$ cat src/rtl/fsm_pkg.sv
// Shared state codes and phase enumeration for the row FSM and its phase sequencer.
// Latency: n/a (declarations only).
// Backpressure: n/a.
package fsm_pkg;

    localparam int MAST_FSM_BITS = 3;
    localparam int SLAV_FSM_BITS = 3;

    // Master FSM state codes
    localparam logic [MAST_FSM_BITS-1:0] M_IDLE  = 3'd0;
    localparam logic [MAST_FSM_BITS-1:0] M_LEFT  = 3'd1;
    localparam logic [MAST_FSM_BITS-1:0] M_BASE  = 3'd2;
    localparam logic [MAST_FSM_BITS-1:0] M_RIGHT = 3'd3;
    localparam logic [MAST_FSM_BITS-1:0] M_FSLD  = 3'd7;

    // Slave FSM state codes
    localparam logic [SLAV_FSM_BITS-1:0] S_IDLE = 3'd0;
    localparam logic [SLAV_FSM_BITS-1:0] S_TOP  = 3'd1;
    localparam logic [SLAV_FSM_BITS-1:0] S_MID  = 3'd2;
    localparam logic [SLAV_FSM_BITS-1:0] S_BOTT = 3'd3;

    // Phase currently being timed
    typedef enum logic [2:0] {
        PH_NONE = 3'd0,
        PH_FSLD = 3'd1,
        PH_TOP  = 3'd2,
        PH_MID  = 3'd3,
        PH_BOTT = 3'd4
    } phase_e;

endpackage

$ cat src/rtl/fsm_phase_sequencer_phase_timer.sv
// Terminal-count phase timer that restarts whenever the timed phase changes.
// Latency: cnt/term are combinational from the count register and the phase input.
// Backpressure: none; advances every cycle while a phase is active.
//
// Ports: clk, reset (async active-low), phase (active phase), term_cnt (last
// cycle index of that phase), cnt (cycle index within phase), term (last cycle).
module phase_timer
    import fsm_pkg::*;
#(
    parameter int CNT_W = 9
) (
    input  logic             clk,
    input  logic             reset,
    input  phase_e           phase,
    input  logic [CNT_W-1:0] term_cnt,
    output logic [CNT_W-1:0] cnt,
    output logic             term
);

    logic [CNT_W-1:0] cnt_q;
    phase_e           prev_q;

    // In normal sequencing the count is already 0 when a new phase begins,
    // because the previous phase ended on its terminal count. Masking on a
    // phase change only matters when the FSM skips a done: the new phase then
    // still starts at index 0 instead of inheriting a stale count.
    always_comb begin
        cnt = cnt_q;
        if (phase == PH_NONE || phase != prev_q) begin
            cnt = '0;
        end
        term = (phase != PH_NONE) && (cnt == term_cnt);
    end

    always_ff @(posedge clk or negedge reset) begin
        if (!reset) begin
            cnt_q  <= '0;
            prev_q <= PH_NONE;
        end else begin
            prev_q <= phase;
            if (phase == PH_NONE || term) begin
                cnt_q <= '0;
            end else begin
                cnt_q <= cnt + CNT_W'(1);
            end
        end
    end

endmodule

$ cat src/rtl/fsm_phase_sequencer.sv
// Generates the row FSM's phase-completion inputs by timing each master/slave phase.
// Latency: done/flag outputs are combinational decodes of registered counters (0 added cycles).
// Backpressure: none; the FSM state inputs are observed every cycle.
//
// Ports: clk, reset (async active-low), mast_state/slav_state (FSM state in),
// sl_top_done/sl_mid_done/sl_bott_done/flag_fsld_end (single-cycle phase ends),
// flag_base_end (level: last BASE pass), phase_cnt, col_idx, seq_err (sticky).
// Optional protocol checker: define PHASE_SEQ_ERRCHK_EN; otherwise seq_err is 0.
module fsm_phase_sequencer
    import fsm_pkg::*;
#(
    parameter int FSLD_CYCLES = 8,
    parameter int TOP_CYCLES  = 3,
    parameter int MID_CYCLES  = 4,
    parameter int BOTT_CYCLES = 3,
    parameter int BASE_COLS   = 2,
    parameter int CNT_W       = 9
) (
    input  logic                     clk,
    input  logic                     reset,
    input  logic [MAST_FSM_BITS-1:0] mast_state,
    input  logic [SLAV_FSM_BITS-1:0] slav_state,
    output logic                     sl_top_done,
    output logic                     sl_mid_done,
    output logic                     sl_bott_done,
    output logic                     flag_fsld_end,
    output logic                     flag_base_end,
    output logic [CNT_W-1:0]         phase_cnt,
    output logic [CNT_W-1:0]         col_idx,
    output logic                     seq_err
);

    localparam logic [CNT_W-1:0] TC_FSLD  = CNT_W'(FSLD_CYCLES - 1);
    localparam logic [CNT_W-1:0] TC_TOP   = CNT_W'(TOP_CYCLES - 1);
    localparam logic [CNT_W-1:0] TC_MID   = CNT_W'(MID_CYCLES - 1);
    localparam logic [CNT_W-1:0] TC_BOTT  = CNT_W'(BOTT_CYCLES - 1);
    localparam logic [CNT_W-1:0] COL_LAST = CNT_W'(BASE_COLS - 1);

    phase_e           act;
    logic [CNT_W-1:0] tc;
    logic             term;
    logic [CNT_W-1:0] col_q;

    // Active phase: FSLD is timed by the master alone; row phases are timed
    // only while the master is in a row state, so the slave's TOP tail after
    // RIGHT (master already idle) is ignored. Illegal codes fall to PH_NONE.
    always_comb begin
        act = PH_NONE;
        tc  = '0;
        if (mast_state == M_FSLD) begin
            act = PH_FSLD;
        end else if (mast_state == M_LEFT || mast_state == M_BASE || mast_state == M_RIGHT) begin
            case (slav_state)
                S_TOP:   act = PH_TOP;
                S_MID:   act = PH_MID;
                S_BOTT:  act = PH_BOTT;
                default: act = PH_NONE;
            endcase
        end
        case (act)
            PH_FSLD: tc = TC_FSLD;
            PH_TOP:  tc = TC_TOP;
            PH_MID:  tc = TC_MID;
            PH_BOTT: tc = TC_BOTT;
            default: tc = '0;
        endcase
    end

    phase_timer #(
        .CNT_W (CNT_W)
    ) u_timer (
        .clk      (clk),
        .reset    (reset),
        .phase    (act),
        .term_cnt (tc),
        .cnt      (phase_cnt),
        .term     (term)
    );

    assign flag_fsld_end = term && (act == PH_FSLD);
    assign sl_top_done   = term && (act == PH_TOP);
    assign sl_mid_done   = term && (act == PH_MID);
    assign sl_bott_done  = term && (act == PH_BOTT);

    // Column index saturates on the last pass so flag_base_end stays high
    // until the master leaves BASE.
    always_ff @(posedge clk or negedge reset) begin
        if (!reset) begin
            col_q <= '0;
        end else if (mast_state != M_BASE) begin
            col_q <= '0;
        end else if (sl_bott_done && (col_q < COL_LAST)) begin
            col_q <= col_q + CNT_W'(1);
        end
    end

    assign col_idx       = col_q;
    assign flag_base_end = (mast_state == M_BASE) && (col_q == COL_LAST);

`ifdef PHASE_SEQ_ERRCHK_EN
    phase_e prev_ph_q;
    logic   prev_term_q;
    logic   err_q;
    logic   mast_bad;
    logic   slav_bad;
    logic   slav_skip;
    logic   fsld_skip;

    // A phase may only be left on the cycle after its terminal count.
    always_comb begin
        mast_bad  = !(mast_state inside {M_IDLE, M_LEFT, M_BASE, M_RIGHT, M_FSLD});
        slav_bad  = (mast_state != M_IDLE) &&
                    !(slav_state inside {S_IDLE, S_TOP, S_MID, S_BOTT});
        slav_skip = (prev_ph_q inside {PH_TOP, PH_MID, PH_BOTT}) &&
                    (act != prev_ph_q) && !prev_term_q;
        fsld_skip = (prev_ph_q == PH_FSLD) && (act != PH_FSLD) && !prev_term_q;
    end

    always_ff @(posedge clk or negedge reset) begin
        if (!reset) begin
            prev_ph_q   <= PH_NONE;
            prev_term_q <= 1'b0;
            err_q       <= 1'b0;
        end else begin
            prev_ph_q   <= act;
            prev_term_q <= term;
            err_q       <= err_q | mast_bad | slav_bad | slav_skip | fsld_skip;
        end
    end

    assign seq_err = err_q;
`else
    assign seq_err = 1'b0;
`endif

endmodule

$ cat config.mk
export PLATFORM = sky130hd
export DESIGN_NAME = fsm_phase_sequencer
export DESIGN_NICKNAME = d
export VERILOG_FILES = /design/src/rtl/fsm_pkg.sv /design/src/rtl/fsm_phase_sequencer_phase_timer.sv /design/src/rtl/fsm_phase_sequencer.sv
export SDC_FILE = /design/constraint.sdc
export NUM_CORES = 1
export LEC_CHECK = 0
export BUFFER_PORTS_ARGS = -buffer_cell sky130_fd_sc_hd__buf_4
export CAP_MARGIN = 20
export CORE_MARGIN = 4
export CORE_UTILIZATION = 46
export DETAILED_ROUTE_END_ITERATION = 8
export MAX_ROUTING_LAYER = met4
export PLACE_DENSITY = 0.74
export REMOVE_ABC_BUFFERS = 1
export SETUP_SLACK_MARGIN = 0.1
export SLEW_MARGIN = 20
export SYNTH_ARGS = -nofsm -noshare
export SYNTH_HDL_FRONTEND = slang
export SYNTH_SLANG_ARGS = --single-unit
export TNS_END_PERCENT = 20
$ cat constraint.sdc
create_clock -name clk -period 2 [get_ports clk]
set_input_delay 0.1 -clock clk [delete_from_list [all_inputs] [get_ports clk]]
set_output_delay 0.1 -clock clk [all_outputs]
set_load 0.05 [all_outputs]
# Yosys cells after proc, flatten, opt, wreduce, memory -nomap -nowiden
# Index checks and enable logic that the tools add are counted.
dict set report totals {
  regBits 21
  inputBits 8
  out_inout_bits 24
}
dict set report op_classes {
  n_addsub 2
  order_cmp 1
  n_eq_ne 15
  muxes 8
  reduce_logical 15
}
# cell n
set ops {}
lappend ops {{$mux W9} 4}
lappend ops {{$add A9 B1 Y9 const B} 2}
lappend ops {{$eq A3 B2 Y1 const B} 6}
lappend ops {{$pmux W3 S3} 2}
lappend ops {{$eq A3 B1 Y1 const B} 3}
lappend ops {{$eq A9 B1 Y1 const B} 1}
lappend ops {{$eq A9 B3 Y1} 1}
lappend ops {{$lt A9 B1 Y1 const B} 1}
lappend ops {{$logic_and A1 B1 Y1} 7}
lappend ops {{$eq A3 B3 Y1 const B} 2}
lappend ops {{$mux W3} 2}
lappend ops {{$logic_or A1 B1 Y1} 4}
lappend ops {{$logic_not A3 Y1} 1}
lappend ops {{$ne A3 B2 Y1 const B} 1}
lappend ops {{$ne A3 B3 Y1} 1}
lappend ops {{$reduce_bool A3 Y1} 1}
lappend ops {{$reduce_bool A2 Y1} 1}
lappend ops {{$reduce_or A2 Y1} 1}

# Depth between registers and ports, before layout
# Gate-level depths: netlist (run 1).
dict set report depth {
  depth_word 14
  ltp_mapped 10
  ltp_nobuf 8
}

# Hierarchy
# A second synthesis (run 1) with hierarchy kept.
dict set report hier_totals {
  cells_unflattened 139
  area_unflattened_um2 1312.5
}
# mod instances cells_each area_per_inst_um2
set by_module_without_submodules {}
lappend by_module_without_submodules {phase_timer 1 85 805.8}
lappend by_module_without_submodules {fsm_phase_sequencer 1 54 506.7}

# Worst setup path after synthesis (run 1)
# Ideal clock, no wire load.
dict set report synth_timing {
  kind {register to output}
  start {register u_timer.prev_q[0]}
  end {output port sl_bott_done}
  arrival_time_ns 2.586
  required_time_ns 1.900
  path_slack_ns -0.686
  path_stages_with_launch 8
  path_buffers 1
  path_cell_list {dfrtp_1 -> nor2_1 -> and4_4 -> a211o_2 -> a31o_1 -> a221o_1 -> buf_6 -> nor3_1}
}
dict set report synth_between {
  elab_chain_len 6
}
# item line
set synth_rtl {}
lappend synth_rtl {{start, declared} fsm_phase_sequencer_phase_timer.sv:21} ;# phase_e prev_q;
lappend synth_rtl {{start signal, assigned} fsm_phase_sequencer_phase_timer.sv:40} ;# prev_q <= phase;
lappend synth_rtl {{$ne A3 B3 Y1} fsm_phase_sequencer_phase_timer.sv:29} ;# if (phase == PH_NONE || phase != prev_q) begin
lappend synth_rtl {{$logic_or A1 B1 Y1} fsm_phase_sequencer_phase_timer.sv:29}
lappend synth_rtl {{$mux W9} fsm_phase_sequencer_phase_timer.sv:29}
lappend synth_rtl {{$eq A9 B3 Y1} fsm_phase_sequencer_phase_timer.sv:32} ;# term = (phase != PH_NONE) && (cnt == term_cnt);
lappend synth_rtl {{$logic_and A1 B1 Y1} fsm_phase_sequencer_phase_timer.sv:32}
lappend synth_rtl {{$logic_and A1 B1 Y1} fsm_phase_sequencer.sv:83} ;# assign sl_bott_done = term && (act == PH_BOTT);
lappend synth_rtl {{end, declared} fsm_phase_sequencer.sv:25} ;# output logic sl_bott_done,
# No other way between the ends.

# Worst setup path in the final report (run 1)
dict set report layout_timing {
  start {register u_timer.prev_q[2]}
  end {output port sl_mid_done}
}
dict set report layout_between {
  elab_chain_len 6
}
# item line
set layout_rtl {}
lappend layout_rtl {{$ne A3 B3 Y1} fsm_phase_sequencer_phase_timer.sv:29}
lappend layout_rtl {{$logic_or A1 B1 Y1} fsm_phase_sequencer_phase_timer.sv:29}
lappend layout_rtl {{$mux W9} fsm_phase_sequencer_phase_timer.sv:29}
lappend layout_rtl {{$eq A9 B3 Y1} fsm_phase_sequencer_phase_timer.sv:32}
lappend layout_rtl {{$logic_and A1 B1 Y1} fsm_phase_sequencer_phase_timer.sv:32}
lappend layout_rtl {{$logic_and A1 B1 Y1} fsm_phase_sequencer.sv:82} ;# assign sl_mid_done = term && (act == PH_MID);
lappend layout_rtl {{end, declared} fsm_phase_sequencer.sv:24} ;# output logic sl_mid_done,
# No other way between the ends.

==> metrics.cfg, run 1 <==
[global_route]
groute.usage.overall = 0.188
first_global_vias = 1168
grt_start_max_net_pins = 22
grt_pass1_wl_um = 4980
grt.overflow.total = 0
grt_antenna_before_repair = 0

[power]
worst_ir_drop_vdd_v = 0.000377
static-leakage-power_nw = 0.848
power_uw = 811
powerDensity_mw_per_mm2 = 464

[sta]
final-setup-viol-count = 14
fin_worst_skew_ps = 0.734
rsz0062_at_grt = yes
final-hold-violation-count = 0
period_minus_slack_ps = 2400
timing.final.ws_setup_ps = -396
drv_slew = 0
max_freq_ghz = 0.417
finalCritPeriodShare = 1.20

[placement]
total_half_perimeter_wirelength_after_legalization_and_detailed_placement_um = 2200
gp_routability_congestion = 0.893
place_inst = 195
placement.io_buffers = 30
detailedPlace.worstSlack_ps = -94.7

[detailed_routing]
firstDrtPassIters = 4
route.vias.total = 1137
detailedRoute.firstIterationViolations = 44
drt_drc_violations_left = 0
postRouteAntennaNets = 0
avgRoutedWirePerCell_um = 14.8
wirelength_um = 3030
route.detailed.vias_per_inst = 5.55

[layout]
commonest_non_fill_non_tap_cells_in_the_layout = 35 x buf_4, 21 x dfrtp_1, 12 x nor2_1, 12 x buf_6, 11 x and2_1
layout_area_overhead_pct = 46.4
final_common_cell = buf_4
layout.cells.non_filler = 205
num_antenna_cells = 0
nNetsFinal = 187
drive_gt1_frac = 0.406

[clocking]
clock_root_cell = clkbuf_4
path_clk_slew_ps = 120
cts-buffers-inserted = 3
numClockSinks = 21
ctsLongestPathBuffers = 2
cts_max_level = 1
cts_tree = built
clock_insertion_delay_at_the_later_pin_of_the_skew_report_ps = 300

[floorplanning]
die_area_mm2 = 0.00348
design.core.area_mm2 = 0.00248
die_h_um = 59.0
die-width_um = 59.0
rows = 18
boundaryPins = 32
initial_core_util = 0.482

[yosys]
share_of_synthesized_flip_flops_with_an_asynchronous_set_or_reset = 1.00
synth-warning-count = 0
synth.distinct_cells = 39
synth_top_cell_by_area = dfrtp_1
yosysSeqAreaShare = 0.440
postSynthRegisterBits = 21
yosys.area.top_type_share = 0.440
post_synth.cell_area_avg_um2 = 9.56
post_synth_instance_area_mm2 = 0.00119
synthesis.instances = 125
synth-edff-count = 0
synth-main-ff-cell = dfrtp_1
post_synth_main_area_contributors = dfrtp_1 44%, and2_1 5.8%, and3_1 5.8%

[worst_setup_path]
path_class = flip-flop to output pin
slowest_delay_ps = 420
worst-endpoint-arrival_ps = 2300
end_kind = output pin
worstPathCellList = nor2_1 > and4_4 > a211o_4 > a31o_1 > a221o_2 > nor3_1 > buf_4
start_kind = flip-flop
critPathSlowestCell = dfrtp_1
critPathMaxFanout = 6
cp.required_ps = 1900
r2r_slack_ps = -150

[worst_hold_path]
holdCritPathClass = primary input to flip-flop

[run_status]
failed_checks = setup timing
outcome = complete, but fails checks

[job]
max_cap_viol_count = 0

[cells in the mapped netlist (all sizes together) (3+ instances only)]
cell type  instances
dfrtp             21
nor2              13
and2              11
and3              11
nand2             10
xor2               6
nand3              5
nand4              4
nor2b              4
o31ai              4
buf                3
ha                 3
nor3               3
nor4               3
or2                3
[flip-flops by register name, indices dropped and copies added (netlist names)]
signal,count
col_idx,9
u_timer.cnt_q,9
u_timer.prev_q,3
[stage by stage]
stage               TNS [ps]  hold slack (ps)  area (um^2)   util
global placement       -99.1            -1.32         1540  0.621
CTS                    -1500              158         1690  0.680
global route           -4090              193         1750  0.706
detailed placement      -498           -0.190         1540  0.621
floorplan              -3330             -196         1160      -
finish                 -2330              177         1750  0.706
[what timing repair did]
action / in CTS / in global routing
buffers inserted: 3 / 2
pin swaps: 5 / 3
endpoints found under the hold margin: 21 / 0
endpoints found under the setup margin: 23 / 24
resized for setup: 19 / 11
hold buffers: 1 / 0
[layer usage]
metal / track usage / wire, um / part of all wire
met5: - / 0 / 0
met4: 0.0615 / 26 / 0.0086
met3: 0.0351 / 161 / 0.053
met2: 0.293 / 1550 / 0.51
met1: 0.248 / 1280 / 0.42
[worst max-delay path, delay by kind of cell (launching register included)]
| family | cells | cell delay (ps) |
|---|---|---|
| buffers and inverters | 1 | 230 |
| flip-flops | 1 | 420 |
| AND/OR/NAND/NOR | 3 | 410 |
| AO/OA/AOI/OAI | 3 | 930 |
[final cells by class]
cell class | instances | area, um^2
Tap cell | 30 | 37.5
Sequential cell | 21 | 526
Inverter | 2 | 7.51
Clock inverter | 1 | 5.00
Timing Repair Buffer | 51 | 453
Fill cell | 184 | 728
Clock buffer | 3 | 22.5
Multi-Input combinational cell | 97 | 698
[power breakdown]
| group | internal (mW) | switching [mW] | total, mW |
|---|---|---|---|
| combinational | 0.0776 | 0.0950 | 0.173 |
| clock | 0.0745 | 0.130 | 0.204 |
| sequential | 0.430 | 0.00452 | 0.435 |
[worst paths after layout]
check	start	to	cells past startpoint
setup / recovery	u_timer.prev_q[2]	sl_mid_done	7
hold / removal	slav_state[1]	u_timer.prev_q[1]	3
setup reg to reg	u_timer.prev_q[2]	u_timer.cnt_q[3]	8
hold reg to reg	col_idx[7]	col_idx[7]	1
max in group asynchronous	reset	u_timer.prev_q[1]	2
min in group asynchronous	reset	u_timer.cnt_q[5]	2
[cell families (layout without fill, tap and decap cells)]
family | after synthesis | after routing | share of synthesized area
adders and majority gates | 3 | 3 | 0.0314
xor gates and xnor gates | 7 | 7 | 0.0513
other | 1 | 1 | 0.00314
buffers and inverters | 7 | 57 | 0.0325
AOI/OAI and AO/OA | 15 | 15 | 0.117
and+or+nand+nor | 71 | 71 | 0.325
DFF | 21 | 21 | 0.440
No activity file was read; power rests on OpenSTA's default activity.
==> inputs of run 2 (changes only) <==
--- a/config.mk
+++ b/config.mk
@@ -6,12 +6,11 @@
 export NUM_CORES = 1
 export LEC_CHECK = 0
 export BUFFER_PORTS_ARGS = -buffer_cell sky130_fd_sc_hd__buf_4
-export CAP_MARGIN = 20
 export CORE_MARGIN = 4
 export CORE_UTILIZATION = 46
 export DETAILED_ROUTE_END_ITERATION = 8
 export MAX_ROUTING_LAYER = met4
-export PLACE_DENSITY = 0.74
+export PLACE_DENSITY_LB_ADDON = 0.05
 export REMOVE_ABC_BUFFERS = 1
 export SETUP_SLACK_MARGIN = 0.1
 export SLEW_MARGIN = 20
==> run 2 against run 1 <==
Final cell count unchanged. Cell area increased by 2.5%. Sequential power about the same. Maximum frequency about the same. The flow still finishes with violations (setup timing). Sequential share of layout area decreased by 0.73 points. Critical path depth unchanged. Critical endpoint is now sl_bott_done. Highest routed layer unchanged. Setup slack improved by 1.6 ps.
==> metrics.cfg, run 2 (synthesis gave the netlist of run 1 again) <==
[sta]
timing.final.ws_setup_ps = -395  ; was -396 ps
max_freq_ghz = 0.418  ; was 0.417 GHz
finalCritPeriodShare = 1.20  ; about the same
final-setup-viol-count = 23  ; was 14
slew_headroom = 0.662
tns_ps = -3070  ; was -2330 ps
drv_slew = 0  ; unchanged
rsz0062_at_grt = yes  ; unchanged
fin_worst_skew_ps = 0.812  ; was 0.734 ps
max_slew.worst_pin.slew_ps = 505
period_minus_slack_ps = 2390  ; was 2400 ps
final-hold-violation-count = 0  ; unchanged

[global_route]
grt_start_max_net_pins = 22  ; unchanged
grt_pass1_wl_um = 4840  ; was 4980 um
grt_antenna_before_repair = 0  ; unchanged
first_global_vias = 1086  ; was 1168
busiest_layer = met2  ; unchanged
groute.usage.overall = 0.192  ; was 0.188
grt.overflow.total = 0  ; unchanged
met3_usage = 0.0263  ; was 0.0351
gr-usage-met1 = 0.244  ; was 0.248
grt.met2_usage = 0.311  ; was 0.293

[worst_hold_path]
worst_hold_path.num_cells = 3  ; unchanged
holdCritPathClass = primary input to flip-flop  ; unchanged

[power]
static-leakage-power_nw = 0.846  ; was 0.848 nW
worst_ir_drop_vdd_v = 0.000406  ; was 0.000377 V
powerDensity_mw_per_mm2 = 448  ; was 464 mW/mm^2

[detailed_routing]
firstDrtPassIters = 4  ; unchanged
drt_drc_violations_left = 0  ; unchanged
avgRoutedWirePerCell_um = 14.1  ; was 14.8 um
route.vias.total = 1100  ; was 1137
postRouteAntennaNets = 0  ; unchanged
wirelength_um = 2890  ; was 3030 um
detailedRoute.firstIterationViolations = 29  ; was 44
route.detailed.vias_per_inst = 5.37  ; was 5.55

[placement]
detailedPlace.worstSlack_ps = -145  ; was -94.7 ps
gp_routability_congestion = 0.892  ; was 0.893
placement.io_buffers = 30  ; unchanged
total_half_perimeter_wirelength_after_legalization_and_detailed_placement_um = 2110  ; was 2200 um

[floorplanning]
die-width_um = 59.0  ; unchanged
die_h_um = 59.0  ; unchanged
initial_core_util = 0.482  ; unchanged
rows = 18  ; unchanged
design.core.area_mm2 = 0.00248  ; unchanged
boundaryPins = 32  ; unchanged
die_area_mm2 = 0.00348  ; unchanged

[clocking]
cts_tree = built  ; unchanged
cts-buffers-inserted = 3  ; unchanged
clock_root_cell = clkbuf_4  ; unchanged
path_clk_slew_ps = 110  ; was 120 ps
ctsLongestPathBuffers = 2  ; unchanged
clock_insertion_delay_at_the_later_pin_of_the_skew_report_ps = 300  ; about the same
numClockSinks = 21  ; unchanged
cts_max_level = 1  ; unchanged

[layout]
layout.area.seq_um2 = 526  ; unchanged
nNetsFinal = 187  ; unchanged
final.fill_count = 186  ; was 184
multi_input_area_um2 = 724  ; was 698 um^2
drive_gt1_frac = 0.429  ; was 0.406
num_antenna_cells = 0  ; unchanged
layout_area_overhead_pct = 50.1  ; was 46.4%
final_common_cell = buf_4  ; unchanged
commonest_non_fill_non_tap_cells_in_the_layout = 33 x buf_4, 21 x dfrtp_1, 12 x nor2_1  ; was 35 x buf_4, 21 x dfrtp_1, 12 x nor2_1, 12 x buf_6, 11 x and2_1
final_util = 0.724  ; was 0.706

[worst_setup_path]
crit_family = compound AO/OA/AOI/OAI gates  ; unchanged
worst_r2r_path_depth = 7  ; was 8
cp.required_ps = 1900  ; about the same
cp.depth = 7  ; unchanged
worstPathBufferInverterCount = 2  ; was 1
worst-endpoint-arrival_ps = 2290  ; was 2300 ps
end_kind = output pin  ; unchanged
slowest_delay_ps = 450  ; was 420 ps
path_class = flip-flop to output pin  ; unchanged
critPathMaxFanout = 6  ; unchanged
critPathSlowestCell = a221o_2  ; was dfrtp_1
start_kind = flip-flop  ; unchanged
worstPathCellList = buf_4 > o31a_1 > o211ai_1 > nand4_1 > a221o_2 > nor3_2 > buf_6  ; was nor2_1 > and4_4 > a211o_4 > a31o_1 > a221o_2 > nor3_1 > buf_4

[run_status]
outcome = complete, but fails checks  ; unchanged
failed_checks = setup timing  ; unchanged

[job]
max_cap_viol_count = 0  ; unchanged

==> run 2: changes by cell type in the layout (fill, tap and decap cells not counted), sizes merged <==
cell	previous run	this run
clkbuf	3	4
clkinv	1	0
==> run 2: worst min-delay path: stages <==
cell	delay (ps)
buf_4	130
nor2b_1	60
o21a_1	160
==> run 2: area by class of cell <==
| class | instances | area share |
|---|---|---|
| multi-input combinational | 97 | 0.404 |
| sequential | 21 | 0.293 |
| timing repair buffer | 51 | 0.263 |
| tap | 30 | 0.0209 |
| clock buffer | 4 | 0.0147 |
| inverter | 2 | 0.00419 |
==> run 2: path summary, 6_finish.rpt <==
check,start,endpoint,slack [ps]
max,u_timer.prev_q[1],sl_bott_done,-390
min,slav_state[1],u_timer.prev_q[1],180
max reg2reg,u_timer.prev_q[1],col_idx[1],-130
min reg2reg,col_idx[3],col_idx[3],540
max in group asynchronous,reset,u_timer.prev_q[1],1580
min in group asynchronous,reset,u_timer.cnt_q[4],210
==> run 2: routing by layer <==
layer  routed length (um)  up-vias
met5                    0        -
met4                   31        0
met3                  137        4
met2                 1420       24
met1                 1300      531
li1                     -      541
==> run 2: through the flow <==
stage                     instances  total power [mW]  hold WS [ps]  cell area (um^2)
after global placement          194             0.578         -1.17              1530
after detailed placement        194             0.581         -3.93              1530
after global routing            205             0.845           186              1790
after floorplan                 120             0.509          -196              1160
after CTS                       203             0.805           168              1730
final                           205             0.803           182              1790
==> run 2: report_power, final <==
group,total (mW),switching [mW],leakage (nW),internal (mW)
sequential,0.434,0.00414,0.290,0.430
combinational,0.170,0.0936,0.541,0.0762
clock,0.199,0.121,0.0150,0.0777
==> run 2: timing repair <==
item | in CTS | in global routing
hold buffers | 1 | 0
hold endpoints to repair | 21 | 0
pin swaps | 5 | 5
cloned | 0 | 0
setup buffers | 4 | 2
setup endpoints to repair | 23 | 24
resized for setup | 31 | 9
==> inputs of run 3 (changes only) <==
--- a/config.mk
+++ b/config.mk
@@ -6,8 +6,9 @@
 export NUM_CORES = 1
 export LEC_CHECK = 0
 export BUFFER_PORTS_ARGS = -buffer_cell sky130_fd_sc_hd__buf_4
+export CORE_ASPECT_RATIO = 1.5
 export CORE_MARGIN = 4
-export CORE_UTILIZATION = 46
+export CORE_UTILIZATION = 41
 export DETAILED_ROUTE_END_ITERATION = 8
 export MAX_ROUTING_LAYER = met4
 export PLACE_DENSITY_LB_ADDON = 0.05
==> run 3 against run 2 <==
Via count increased by 3.6%. Highest routed layer unchanged. Total power increased by 9.8%. Routed wire length increased by 6.8%. Sequential cell count unchanged. Combinational power about the same. Die area increased by 11%. Setup slack improved by 150 ps. The flow still finishes with violations (setup timing). Largest cell class unchanged.
==> metrics.cfg, run 3 (synthesis gave the netlist of run 1 again) <==
[layout]
final_util = 0.662  ; was 0.724
layout_area_overhead_pct = 51.5  ; was 50.1%
drive_gt1_frac = 0.425  ; was 0.429
layout.area.seq_um2 = 526  ; unchanged
multi_input_area_um2 = 722  ; was 724 um^2
final.fill_count = 244  ; was 186
final_cell_area_mm2 = 0.00181  ; was 0.00179 mm^2
commonest_non_fill_non_tap_cells_in_the_layout = 32 x buf_4, 21 x dfrtp_1, 13 x nor2_1  ; was 33 x buf_4, 21 x dfrtp_1, 12 x nor2_1
layout.cells.non_filler = 211  ; was 205
num_antenna_cells = 0  ; unchanged
nNetsFinal = 186  ; was 187
final_common_cell = buf_4  ; unchanged

[global_route]
grt.met2_usage = 0.313  ; was 0.311
busiest_layer = met2  ; unchanged
grt.overflow.total = 0  ; unchanged
grt_pass1_wl_um = 5240  ; was 4840 um
met3_usage = 0.0301  ; was 0.0263
grt_start_max_net_pins = 22  ; unchanged
groute.usage.overall = 0.188  ; was 0.192
first_global_vias = 1186  ; was 1086
grt_antenna_before_repair = 0  ; unchanged
gr-usage-met1 = 0.210  ; was 0.244

[power]
worst_ir_drop_vdd_v = 0.000446  ; was 0.000406 V
static-leakage-power_nw = 0.848  ; was 0.846 nW
powerDensity_mw_per_mm2 = 487  ; was 448 mW/mm^2
power.net_switching_uw = 235  ; was 219 uW
share_comb_of_total_power = 0.189  ; was 0.211
sequentialPowerShare = 0.492  ; was 0.541
internal_power_uw = 647  ; was 584 uW
power.share.switching = 0.267  ; was 0.273
pwr-share-clk = 0.318  ; was 0.248
power_uw = 882  ; was 803 uW

[detailed_routing]
postRouteAntennaNets = 0  ; unchanged
wirelength_um = 3090  ; was 2890 um
firstDrtPassIters = 5  ; was 4
drt_drc_violations_left = 0  ; unchanged
route.detailed.vias_per_inst = 5.40  ; was 5.37
detailedRoute.firstIterationViolations = 28  ; was 29
avgRoutedWirePerCell_um = 14.6  ; was 14.1 um
route.vias.total = 1140  ; was 1100

[run_status]
failed_checks = setup timing  ; unchanged
outcome = complete, but fails checks  ; unchanged

[placement]
placed_cell_area_mm2 = 0.00156  ; was 0.00153 mm^2
total_half_perimeter_wirelength_after_legalization_and_detailed_placement_um = 2330  ; was 2110 um
detailedPlace.worstSlack_ps = -147  ; was -145 ps
place_inst = 203  ; was 194
placement.io_buffers = 30  ; unchanged
gp_routability_congestion = 0.818  ; was 0.892

[sta]
rsz0062_at_grt = yes  ; unchanged
timing.final.ws_setup_ps = -249  ; was -395 ps
final-hold-violation-count = 0  ; unchanged
tns_ps = -1420  ; was -3070 ps
fin_hold_ws_ps = 233  ; was 182 ps
period_minus_slack_ps = 2250  ; was 2390 ps
finalCritPeriodShare = 1.12  ; was 1.20
fin_worst_skew_ps = 3.99  ; was 0.812 ps
drv_slew = 0  ; unchanged
max_freq_ghz = 0.445  ; was 0.418 GHz
final-setup-viol-count = 13  ; was 23

[floorplanning]
rows = 23  ; was 18
boundaryPins = 32  ; unchanged
die_area_mm2 = 0.00386  ; was 0.00348 mm^2
die-width_um = 52.1  ; was 59.0 um
initial_core_util = 0.437  ; was 0.482
design.core.area_mm2 = 0.00273  ; was 0.00248 mm^2
die_h_um = 74.1  ; was 59.0 um

[clocking]
numClockSinks = 21  ; unchanged
clock_root_cell = clkbuf_8  ; was clkbuf_4
cts-buffers-inserted = 3  ; unchanged
cts_tree = built  ; unchanged
clock_insertion_delay_at_the_later_pin_of_the_skew_report_ps = 260  ; was 300 ps
path_clk_slew_ps = 70  ; was 110 ps
ctsLongestPathBuffers = 2  ; unchanged
cts_max_level = 1  ; unchanged

[worst_setup_path]
worst-endpoint-arrival_ps = 2150  ; was 2290 ps
cp.required_ps = 1900  ; about the same
end_kind = output pin  ; unchanged
path_class = flip-flop to output pin  ; unchanged
start_kind = flip-flop  ; unchanged
critPathMaxFanout = 6  ; unchanged

[job]
max_cap_viol_count = 0  ; unchanged

[worst_hold_path]
holdCritPathClass = primary input to flip-flop  ; unchanged

-- run 3: cell count changes in the layout (fill, tap and decap cells not counted), sizes merged --
cell,before,now
buf,50,49
-- run 3: power groups by stage --
stage | combinational (mW) | sequential, mW | clock [mW]
after CTS | 0.160 | 0.434 | 0.286
after global placement | 0.139 | 0.442 | 0
final | 0.167 | 0.434 | 0.281
after floorplan | 0.0656 | 0.444 | 0
after detailed placement | 0.141 | 0.443 | 0
after global routing | 0.182 | 0.436 | 0.306
-- run 3: final timing paths --
path / start / endpoint / slack, ps / cells past startpoint
max in group asynchronous: reset / u_timer.cnt_q[2] / 1520 / 2
setup reg to reg: u_timer.prev_q[2] / col_idx[1] / -110 / 8
min in group asynchronous: reset / u_timer.cnt_q[4] / 260 / 2
setup / recovery: u_timer.prev_q[2] / sl_mid_done / -250 / 7
hold / removal: slav_state[1] / u_timer.prev_q[1] / 230 / 3
hold reg to reg: col_idx[8] / col_idx[8] / 520 / 1
-- run 3: what timing repair did --
action                                  CTS  global route
resized for setup                        32             8
gates cloned                              0             0
setup buffers                             2             1
endpoints found under the setup margin   20            24
hold buffers                              1             0
endpoints found under the hold margin    21             0
pin swaps                                 8             5
-- run 3: area by class of cell --
class                      instances  share of cell area
multi-input combinational         97               0.399
sequential                        21               0.290
timing repair buffer              50               0.256
tap                               37              0.0256
clock buffer                       4              0.0249
inverter                           2             0.00415
-- run 3: worst max-delay path, cell delays in order (launching register included) --
cell and delay (ps):
dfrtp_1 400, nor2_1 50, and4_4 180, a211o_4 290, a31o_1 180, a221o_1 400, nor3_2 180, buf_6 190
-- run 3: routing by layer --
layer	wire length [um]	part of all wire
met5	0	0
met2	1620	0.52
met4	95	0.031
met3	125	0.040
met1	1250	0.40
